## config.mk

```make
export PLATFORM = sky130hd
export DESIGN_NAME = controlador_temporizador
export DESIGN_NICKNAME = d
export VERILOG_FILES = /design/src/rtl/controlador_temporizador.sv
export SDC_FILE = /design/constraint.sdc
export NUM_CORES = 1
export LEC_CHECK = 0
export CAP_MARGIN = 40
export CORE_ASPECT_RATIO = 0.5
export CORE_MARGIN = 1.5
export CORE_UTILIZATION = 30
export CTS_BUF_LIST = sky130_fd_sc_hd__clkbuf_8 sky130_fd_sc_hd__clkbuf_16
export CTS_CLUSTER_SIZE = 12
export DETAILED_ROUTE_END_ITERATION = 8
export GPL_TIMING_DRIVEN = 1
export PLACE_DENSITY = 0.56
export SLEW_MARGIN = 20
export SYNTH_ARGS = -nofsm -noshare
export SYNTH_HDL_FRONTEND = slang
export SYNTH_SLANG_ARGS = --single-unit
```

## constraint.sdc

```tcl
create_clock -name i_clk -period 3.2 [get_ports i_clk]
set_input_delay 0.8 -clock i_clk [delete_from_list [all_inputs] [get_ports i_clk]]
set_output_delay 0.8 -clock i_clk [all_outputs]
set_load 0.01 [all_outputs]
```

## src/rtl/controlador_temporizador.sv

```systemverilog
// controlador_temporizador: master-side controller for the R/G/B cycle timer.
// Loads per-colour cycle counts from the switches, strobes `enter` to start
// the timer, follows the timer's phase-done flags and drives a one-hot RGB LED.
// Optional feature macro: WATCHDOG_EN (per-phase timeout that sets o_error).
//
// Handshake: every input is a 1-cycle pulse sampled on the rising edge of
// i_clk. No back-pressure exists. Every output is a register, so its response
// to a pulse is visible one cycle after the edge that sampled the pulse.
module controlador_temporizador #(
  parameter int W         = 5,
  parameter int ENTER_LEN = 10,
  parameter int REPETIR   = 1,
  parameter int WD_LIM    = 40
) (
  input  logic         i_clk,
  input  logic         i_rst_n,
  input  logic [W-1:0] i_dato,
  input  logic         i_cargar,
  input  logic         i_iniciar,
  input  logic         i_detener,
  input  logic [2:0]   i_flags,
  output logic [W-1:0] o_ciclos_r,
  output logic [W-1:0] o_ciclos_g,
  output logic [W-1:0] o_ciclos_b,
  output logic         o_enter,
  output logic [2:0]   o_led_rgb,
  output logic         o_ocupado,
  output logic         o_error,
  output logic [2:0]   o_estado
);

  typedef enum logic [2:0] {
    CARGA_R  = 3'd0,
    CARGA_G  = 3'd1,
    CARGA_B  = 3'd2,
    LISTO    = 3'd3,
    ARRANQUE = 3'd4,
    FASE_R   = 3'd5,
    FASE_G   = 3'd6,
    FASE_B   = 3'd7
  } estado_t;

  localparam int            EW        = (ENTER_LEN > 1) ? $clog2(ENTER_LEN) : 1;
  localparam logic [EW-1:0] ENTER_FIN = EW'(ENTER_LEN - 1);

  // Reject parameter values that would make the enter strobe or watchdog meaningless.
  if (ENTER_LEN < 1 || WD_LIM < 1) begin : g_param_err
    $error("controlador_temporizador: ENTER_LEN and WD_LIM must be >= 1");
  end

  estado_t       r_estado, w_estado_nxt;
  logic [EW-1:0] r_cnt_enter, w_cnt_enter_nxt;
  logic [W-1:0]  r_ciclos_r, r_ciclos_g, r_ciclos_b;
  logic [W-1:0]  w_ciclos_r_nxt, w_ciclos_g_nxt, w_ciclos_b_nxt;
  logic [W-1:0]  w_dato_clamp;
  logic          r_enter, r_ocupado;
  logic [2:0]    r_led_rgb;
  logic          w_enter_nxt, w_ocupado_nxt;
  logic [2:0]    w_led_nxt;
  logic          w_timeout;

  // A zero count would stall the timer, so it is stored as 1.
  assign w_dato_clamp = (i_dato == '0) ? W'(1) : i_dato;

`ifdef WATCHDOG_EN
  localparam int DW = $clog2(WD_LIM + 1);
  logic [DW-1:0] r_wd;
  logic          r_error;
  logic          w_en_fase;

  assign w_en_fase = (r_estado == FASE_R) || (r_estado == FASE_G) || (r_estado == FASE_B);
  // Fires on the WD_LIM-th cycle spent in the same phase; the FSM gives flags priority.
  assign w_timeout = w_en_fase && (r_wd == DW'(WD_LIM - 1));

  // Per-phase cycle counter, restarted whenever the state changes.
  always_ff @(posedge i_clk) begin
    if (!i_rst_n) begin
      r_wd <= '0;
    end else if (!w_en_fase || (w_estado_nxt != r_estado)) begin
      r_wd <= '0;
    end else begin
      r_wd <= r_wd + 1'b1;
    end
  end

  // Sticky timeout indication, cleared by the next accepted start.
  always_ff @(posedge i_clk) begin
    if (!i_rst_n) begin
      r_error <= 1'b0;
    end else if ((r_estado == LISTO) && i_iniciar) begin
      r_error <= 1'b0;
    end else if (w_timeout && !i_detener && (w_estado_nxt == LISTO)) begin
      r_error <= 1'b1;
    end
  end

  assign o_error = r_error;
`else
  assign w_timeout = 1'b0;
  assign o_error   = 1'b0;
`endif

  // Next-state, next-count and next-output decode.
  always_comb begin
    w_estado_nxt    = r_estado;
    w_cnt_enter_nxt = r_cnt_enter;
    w_ciclos_r_nxt  = r_ciclos_r;
    w_ciclos_g_nxt  = r_ciclos_g;
    w_ciclos_b_nxt  = r_ciclos_b;
    w_enter_nxt     = 1'b0;
    w_ocupado_nxt   = 1'b0;
    w_led_nxt       = 3'b000;

    case (r_estado)
      CARGA_R: if (i_cargar) begin
        w_ciclos_r_nxt = w_dato_clamp;
        w_estado_nxt   = CARGA_G;
      end
      CARGA_G: if (i_cargar) begin
        w_ciclos_g_nxt = w_dato_clamp;
        w_estado_nxt   = CARGA_B;
      end
      CARGA_B: if (i_cargar) begin
        w_ciclos_b_nxt = w_dato_clamp;
        w_estado_nxt   = LISTO;
      end
      LISTO: begin
        // A start request beats a simultaneous reconfigure request.
        if (i_iniciar) begin
          w_estado_nxt    = ARRANQUE;
          w_cnt_enter_nxt = '0;
        end else if (i_cargar) begin
          w_ciclos_r_nxt = w_dato_clamp;
          w_estado_nxt   = CARGA_R;
        end
      end
      ARRANQUE: begin
        // Flags are deliberately not looked at while enter is being held.
        if (i_detener) begin
          w_estado_nxt = LISTO;
        end else if (r_cnt_enter == ENTER_FIN) begin
          w_estado_nxt = FASE_R;
        end else begin
          w_cnt_enter_nxt = r_cnt_enter + 1'b1;
        end
      end
      FASE_R: begin
        if (i_detener)                w_estado_nxt = LISTO;
        else if (i_flags == 3'b001)   w_estado_nxt = FASE_G;
        else if (w_timeout)           w_estado_nxt = LISTO;
      end
      FASE_G: begin
        if (i_detener)                w_estado_nxt = LISTO;
        else if (i_flags == 3'b010)   w_estado_nxt = FASE_B;
        else if (w_timeout)           w_estado_nxt = LISTO;
      end
      FASE_B: begin
        if (i_detener)                w_estado_nxt = LISTO;
        else if (i_flags == 3'b100)   w_estado_nxt = (REPETIR != 0) ? FASE_R : LISTO;
        else if (w_timeout)           w_estado_nxt = LISTO;
      end
      default: w_estado_nxt = CARGA_R;
    endcase

    // Outputs are decoded from the next state so the registers line up with it.
    case (w_estado_nxt)
      ARRANQUE: begin
        w_enter_nxt   = 1'b1;
        w_ocupado_nxt = 1'b1;
      end
      FASE_R: begin
        w_ocupado_nxt = 1'b1;
        w_led_nxt     = 3'b001;
      end
      FASE_G: begin
        w_ocupado_nxt = 1'b1;
        w_led_nxt     = 3'b010;
      end
      FASE_B: begin
        w_ocupado_nxt = 1'b1;
        w_led_nxt     = 3'b100;
      end
      default: begin
        w_ocupado_nxt = 1'b0;
      end
    endcase
  end

  // State, counts and registered outputs.
  always_ff @(posedge i_clk) begin
    if (!i_rst_n) begin
      r_estado    <= CARGA_R;
      r_cnt_enter <= '0;
      r_ciclos_r  <= W'(1);
      r_ciclos_g  <= W'(1);
      r_ciclos_b  <= W'(1);
      r_enter     <= 1'b0;
      r_ocupado   <= 1'b0;
      r_led_rgb   <= 3'b000;
    end else begin
      r_estado    <= w_estado_nxt;
      r_cnt_enter <= w_cnt_enter_nxt;
      r_ciclos_r  <= w_ciclos_r_nxt;
      r_ciclos_g  <= w_ciclos_g_nxt;
      r_ciclos_b  <= w_ciclos_b_nxt;
      r_enter     <= w_enter_nxt;
      r_ocupado   <= w_ocupado_nxt;
      r_led_rgb   <= w_led_nxt;
    end
  end

  assign o_ciclos_r = r_ciclos_r;
  assign o_ciclos_g = r_ciclos_g;
  assign o_ciclos_b = r_ciclos_b;
  assign o_enter    = r_enter;
  assign o_ocupado  = r_ocupado;
  assign o_led_rgb  = r_led_rgb;
  assign o_estado   = r_estado;

endmodule

```

# --- Word-level counts from Yosys, hierarchy flattened ---
# Cells that the tools add are included.
classes:
  addsub: 1
  n_eq_ne: 19
  shift: 0
  magnitude_cmp: 0
  n_div: 0
  bitwise: 0
  n_mul: 0
  reduce_logical: 9
  mux: 25
ops:
  columns: ["operator", "count"]
  rows:
  - ["$mux W3", 13]
  - ["$eq A3 B3 Y1 const B", 9]
  - ["$pmux W3 S8", 1]
  - ["$mux W5", 3]
  - ["$mux W4", 3]
  - ["$pmux W5 S2", 1]
  - ["$eq A3 B2 Y1 const B", 3]
  - ["$pmux W3 S3", 1]
  - ["$ne A2 B2 Y1 const B", 4]
  - ["$pmux W4 S2", 1]
  - ["$eq A3 B1 Y1 const B", 2]
  - ["$reduce_and A2 Y1", 3]
  - ["$logic_not A5 Y1", 1]
  - ["$add A4 B1 Y4 const B", 1]
  - ["$eq A4 B4 Y1 const B", 1]
  - ["$reduce_and A4 Y1", 1]
  - ["$reduce_bool A2 Y1", 2]
  - ["$reduce_or A4 Y1", 1]
  - ["$logic_not A3 Y1", 1]
  - ["$mux W1", 2]
totals:
  mem_bits_ro: 0
  memories: 0
  ff_bits: 27
  mem_bits_rw: 0
  word_cells: 62
  inputBits: 13
  out_inout_bits: 24
  latch_bits: 0

# --- Depth between registers and ports, before layout ---
# Gate-level depths: netlist of the first run.
logic_depth:
  word_depth: 7
  mapped_depth: 6
  mapped_depth_nobuf: 6

# --- Least setup slack after synthesis of the first run ---
# No wires, ideal clock.
synth_timing:
  path_kind: "input -> register"
  startpoint: "in i_flags[1]"
  endpoint: "reg r_led_rgb[1] (netlist: o_led_rgb[1])"
  cell_stages: 4
  t_arrival_ns: 1.729
  path_buffers: 0
  t_required_ns: 3.081
  setup_slack_ns: 1.353
  setup_time_ns: 0.119
  cell_sequence: "nand2b_1 -> a2111oi_1 -> nor2_1 -> o221a_1"
synth_via:
  elab_chain_len: 6
  word_cells_on_any_way: 14
  classes_between: "6 x eq/ne; 8 x mux"
synth_rtl:
  columns: ["item", "line_no", "rtl"]
  rows:
  - ["from (decl)", "21", "input logic [2:0] i_flags,"]
  - ["$eq A3 B3 Y1, or another cell as far along", "159", "else if (i_flags == 3'b100) w_estado_nxt = (REPETIR != 0) ? FASE_R : LISTO;"]
  - ["$mux W3 (on tied branches)", "159, 149, 154", null]
  - ["$mux W3 (on tied branches)", "158, 148, 153", null]
  - ["$pmux W3 S8 (*)", "114", "case (r_estado)"]
  - ["$eq A3 B3 Y1", "166", "case (w_estado_nxt)"]
  - ["$pmux W3 S3 (*)", "166", null]
  - ["to (signal assigned)", "208", "r_led_rgb <= w_led_nxt;"]
  - ["to (decl)", "57", "logic [2:0] r_led_rgb;"]
# Every way passes the cells marked *; elsewhere a longest branch is shown, timed or not.
# A chain may end at the register's enable or synchronous reset.

# --- Worst setup path in the final report of the first run ---
layout_timing:
  startpoint: "reg r_estado[1] (netlist: o_estado[1])"
  endpoint: "out o_estado[1]"
layout_rtl:
  columns: ["item", "line_no", "rtl"]
  rows:
  - ["from (decl)", "51", "estado_t r_estado, w_estado_nxt;"]
  - ["from (signal assigned)", "201", "r_estado <= w_estado_nxt;"]
  - ["to (decl)", "29", "output logic [2:0] o_estado"]
# No word-level cell between the ends.

==> results of run 1 <==
cell families (layout without fill, tap and decap cells):
kind of cell,Yosys count,count (layout),synth area share (%)
compound gates,25,25,15.6
fa+ha+maj,2,2,1.85
buf+inv,11,44,4.35
flops,27,27,40.0
mux,12,12,8.89
other cells,1,1,0.278
simple gates,56,56,29.1
routing by layer:
layer	routed length, um	part of all wire [%]	vias up
met3	133	4.7	0
met2	1270	45	22
li1	-	-	546
met1	1400	50	481
met5	0	0	-
met4	0	0	0
per-stage QoR:
| stage | utilization (%) | area, um2 | total power, uW | std cells | setup WS, ps |
|---|---|---|---|---|---|
| after floorplan | - | 1350 | 423 | 134 | 1350 |
| after global placement | 42.2 | 1730 | 472 | 217 | 693 |
| after detailed placement | 42.2 | 1730 | 472 | 217 | 667 |
| after CTS | 43.4 | 1780 | 669 | 221 | 779 |
| after global routing | 43.4 | 1780 | 697 | 221 | 689 |
| final | 43.4 | 1780 | 659 | 221 | 778 |
worst max path at each step:
stage	start	to	slack [ps]	cells past startpoint
5_1_grt	o_estado[1]	o_estado[1]	690	1
3_3_place_gp	i_iniciar	o_ciclos_r[3]	690	5
6_report	o_estado[1]	o_estado[1]	780	1
3_5_place_dp	i_iniciar	o_ciclos_r[3]	670	5
2_1_floorplan	i_flags[1]	o_led_rgb[1]	1350	4
4_1_cts	o_estado[0]	o_estado[0]	780	1
state kept, by name, summed over array words and instances (netlist names):
name,cells
o_ciclos_b,5
o_ciclos_g,5
o_ciclos_r,5
r_cnt_enter,4
o_estado,3
o_led_rgb,3
o_enter,1
o_ocupado,1
area by class of cell:
type	count	share of cell area, %
Timing Repair Buffer	36	20.1
Clock buffer	3	2.32
Inverter	4	0.843
Tap cell	54	3.79
Sequential cell	27	30.3
Multi-Input combinational cell	96	42.2
Clock inverter	1	0.421
cell usage in the layout, fill, tap and decap left out, types with 3 or more instances in the layout:
master and instances:
nand2b_1 5, dfxtp_1 27, o21ai_1 4, nor2b_1 16
clkdlybuf4s50_1 35, mux2i_1 12, a211oi_1 3, nand3_1 3
nand2_1 4, clkbuf_8 3, inv_1 4, nor2_1 8
power by group through the flow:
stage               registers (uW)  clock network [uW]  logic, uW
global route                   361                 223        113
finish                         359                 195        104
floorplan                      365                   0       58.3
global placement               367                   0        104
CTS                            359                 205        105
detailed placement             367                   0        105
==> impl_results.md, run 1 <==
* Worst Path Required at 2400 ps
* Clock Skews at 3.95 ps
* Final WL at 2810 um
* Die width at 97.9 um
* Post-synthesis instance total at 134
* RSZ-0062 raised after global routing: no
* Fill cell count at 396
* Final GP Congestion at 0.809
* Clock Latency Late Sink at 270 ps
* Top-count cell post-synth: dfxtp_1
* Via/cell ratio at 4.75
* Initial core utilization at 32.9%
* NetSw at 166 uW
* Peak VDD IR at 0.173 mV
* Worst reg2reg startpoint: o_estado[1]
* Post-CTS Setup Bufs at 0
* CTS Hold Bufs at 0
* Reg2reg setup slack at 1390 ps
* Leakage at 0.000634 uW
* H-tree Lvls at 1
* Remaining global-route overflow at 0
* Clock network power share at 29.7%
* Row count at 16
* CP Cell Sequence: clkdlybuf4s50_1
* Avg Inst Size Synth at 10.1 um2
* Setup violators final at 0
* First-pass GRT wire length at 4800 um
* Outcome: finished clean
* WHS at 494 ps
* Gr busiest metal: met2
* Post-DP HPWL at 2090 um
* Sequential share of the synthesized area at 40.0%
* Register area at 541 um2
* FF-to-FF End: o_led_rgb[2]
* Area delta synth->final at 31.9%
* # nets final at 183
* Power Density at 370 mW/mm2
* EDFF count, synth at 0
* R2R depth at 4
* Hold Path Sink: r_cnt_enter[3]
* Top Ports at 37
* Drt first pass iters at 3
* Violation count after the first detailed-route iteration at 13
* Synth Net Count at 149
* Met3 usage at 4.04%
* Post-synth top cells: dfxtp_1 (27), nor2b_1 (16), mux2i_1 (12)
* Post-synthesis instance area at 0.00135 mm2
* Area of the multi-input gates at 752 um2
* Seq pwr share at 54.5%
* WHS Path Cells at 2
* FFs w/ async S/R, synth at 0%
* Post-synth top area cell: dfxtp_1
* Reg clk slew, reported paths at 90 ps
* Synthesis-stage register bit count at 27
* GRT Overall Usage at 12.2%
* Final period utilization at 75.7%
* Ys flop type: dfxtp_1
* CP Launch Type: flop
* Post-cts resize count at 0
* CP Max Fanout at 15
* Crit path DAT at 1620 ps
* Clock Sinks at 27
* PortBufs at 35
* Grt met1 use at 16.4%
* Core ar. at 0.00410 mm2
* Ys Warns at 0
* Maxcap violations at 0
* Slowest-stage cell, CP: dfxtp_1
* Hold/Removal Path Class: flop to flop
* Ant diodes at 0
* CP bufs+invs at 1
* FMAX at 413 MHz
* Clock buffer depth at 2
* Final Hold Fails at 0
* Delay-heaviest family, CP: flip-flops
* Largest cells by area after synthesis: dfxtp_1 (40%), mux2i_1 (8.9%), nor2b_1 (7.4%)
* Slew HR at 60.9%
* Root Buffer: clkbuf_8
* Cell variety after synth at 48
* Initial antenna violation count at 0
* Share of cells above drive strength 1 at 7.78%
* Routed len/inst at 12.7 um
* Largest net degree at the start of global routing at 20
* Worst-Margin Slew at 586 ps
* CP max stage delay at 700 ps
* Final setup TNS at 0 ps
* Minimum clock period at 2420 ps
* Crit end category: output port
* Num CTS Buffers at 3
* Die Footprint at 0.00494 mm2
* CTS tree: done
* Vias in the first global route at 961
* Die Ht at 50.5 um
* Combinational fraction of design power at 15.8%
* Crit path kind: flop to output port
* ANT nets after route at 0
* Area share of the largest cell type after synthesis at 40.0%
* Hold Startpoint: r_cnt_enter[3]
* Fin. max-slew vios at 0
* M2 GR Usage at 19.0%
* Int Pwr at 493 uW
* Sw Ratio at 25.2%
* DRC at 0
* Vias at 1049
Note: power is estimated with default switching activity, not from simulation.
==> run 2: changes to the inputs <==
- clock period: 3.2 -> 2.4 ns (I/O delays scaled with it)
==> run 2 against run 1 <==
Worst setup slack worse by 600 ps. Wire length up 4.5%. Die area did not move. Non-clock buffer count up 4. Sequential power increased by 33%. Critical path type unchanged. Largest cell class unchanged. Largest power group unchanged.
==> impl_results.md, run 2 (synthesis results as in run 1) <==
* Critical Path End: o_estado[0]
* CP Launch Type: flop
* Post-DP HPWL at 2200 um
* Area delta synth->final at 33.9%
* Initial antenna violation count at 0
* Ant diodes at 0
* Commonest cells after routing, fill and taps aside: clkdlybuf4s50_1 (35), dfxtp_1 (27), nor2b_1 (16)
* WHS at 495 ps
* Placed Area at 0.00176 mm2
* Drt first pass iters at 4
* Final Hold Fails at 0
* Root Buffer: clkbuf_8
* Reg clk slew, reported paths at 90 ps
* Final period utilization at 92.5%
* Post-CTS Setup Bufs at 0
* FMAX at 450 MHz
* Routed len/inst at 13.0 um
* PortBufs at 35
* Crit path kind: flop to output port
* Crit end category: output port
* CP max stage delay at 700 ps
* Slowest-stage cell, CP: dfxtp_1
* Die Ht at 50.5 um
* Fin area at 0.00181 mm2
* CP Cell Sequence: clkdlybuf4s50_1
* Final WL at 2930 um
* Die Footprint at 0.00494 mm2
* Worst-Margin Slew at 579 ps
* Largest net degree at the start of global routing at 19
* CP Max Fanout at 12
* Via/cell ratio at 4.91
* Worst Path Required at 1800 ps
* Slew HR at 61.4%
* Vias at 1104
* Violation count after the first detailed-route iteration at 16
* CTS Hold Bufs at 0
* Cell count along the critical path at 1
* Core ar. at 0.00410 mm2
* Worst reg2reg startpoint: o_estado[0]
* RSZ-0062 raised after global routing: no
* Top Ports at 37
* Clock Latency Late Sink at 270 ps
* H-tree Lvls at 1
* Peak VDD IR at 0.236 mV
* Worst Setup SP: o_estado[0]
* Dpl cells at 221
* R2R depth at 4
* Clock Skews at 2.32 ps
* Maxcap violations at 0
* Post-cts resize count at 0
* CP bufs+invs at 1
* Clock buffer depth at 2
* CTS tree: done
* Num CTS Buffers at 3
* Crit path DAT at 1620 ps
* Setup violators final at 0
* Share of cells above drive strength 1 at 9.94%
* Vias in the first global route at 1097
* Finished Layout Cells at 225
* DRC at 0
* Clock Sinks at 27
* FF-to-FF End: o_led_rgb[1]
* Fin util at 44.1%
* Power Density at 489 mW/mm2
* Fin. max-slew vios at 0
* Hold/Removal Path Class: flop to flop
* Minimum clock period at 2220 ps
* Reg2reg setup slack at 570 ps
* Outcome: finished clean
* # nets final at 187
* Final GP Congestion at 0.733
* Delay-heaviest family, CP: flip-flops
* ANT nets after route at 0
* Final setup TNS at 0 ps
* First-pass GRT wire length at 5240 um
* Row count at 16
* Remaining global-route overflow at 0
* Leakage at 0.000659 uW
* GRT Overall Usage at 13.3%
* Initial core utilization at 32.9%
* Die width at 97.9 um
* Commonest non-fill, non-tap cell in the layout: clkdlybuf4s50_1
-- run 2: changes by cell type in the layout (fill, tap and decap cells not counted), sizes merged --
cell / before / now
clkinvlp: 1 / 0
buf: 1 / 5
clkinv: 0 / 1
-- run 2: layer usage --
layer  global-route usage, %  vias up  part of all wire (%)
met4                    2.86        0                  0.92
met5                       0        -                     0
met2                    22.4       28                    44
li1                        -      553                     -
met1                    16.9      521                    49
met3                    4.04        2                   5.3
-- run 2: how the worst min path moves through the flow --
stage	startpoint	endpoint	slack [ps]	depth (start not counted)
floorplan	r_cnt_enter[3]	r_cnt_enter[3]	450	2
global placement	r_cnt_enter[3]	r_cnt_enter[3]	470	2
detailed placement	r_cnt_enter[3]	r_cnt_enter[3]	480	2
CTS	r_cnt_enter[3]	r_cnt_enter[3]	500	2
global route	r_cnt_enter[3]	r_cnt_enter[3]	550	2
finish	r_cnt_enter[3]	r_cnt_enter[3]	490	2
-- run 2: final cells by class --
cell class	count	area [um2]
timing repair buffer	40	388
clock inverter	1	5.00
sequential	27	541
tap	54	67.6
inverter	4	15.0
fill	402	2290
clock buffer	3	41.3
multi-input combinational	96	752
-- run 2: metrics by stage --
step           worst slack (ps)  total power [uW]
2_1_floorplan               753               564
3_3_place_gp                206               635
3_5_place_dp                198               636
4_1_cts                     161               900
5_1_grt                    99.3               932
6_report                    179               884
-- run 2: report_power, final --
part           leakage (uW)  switching (uW)  total, uW  internal [uW]
clock network     0.0000255             143        260            116
registers          0.000219            14.4        476            462
logic              0.000414            65.9        148           82.4
total              0.000659             224        884            660
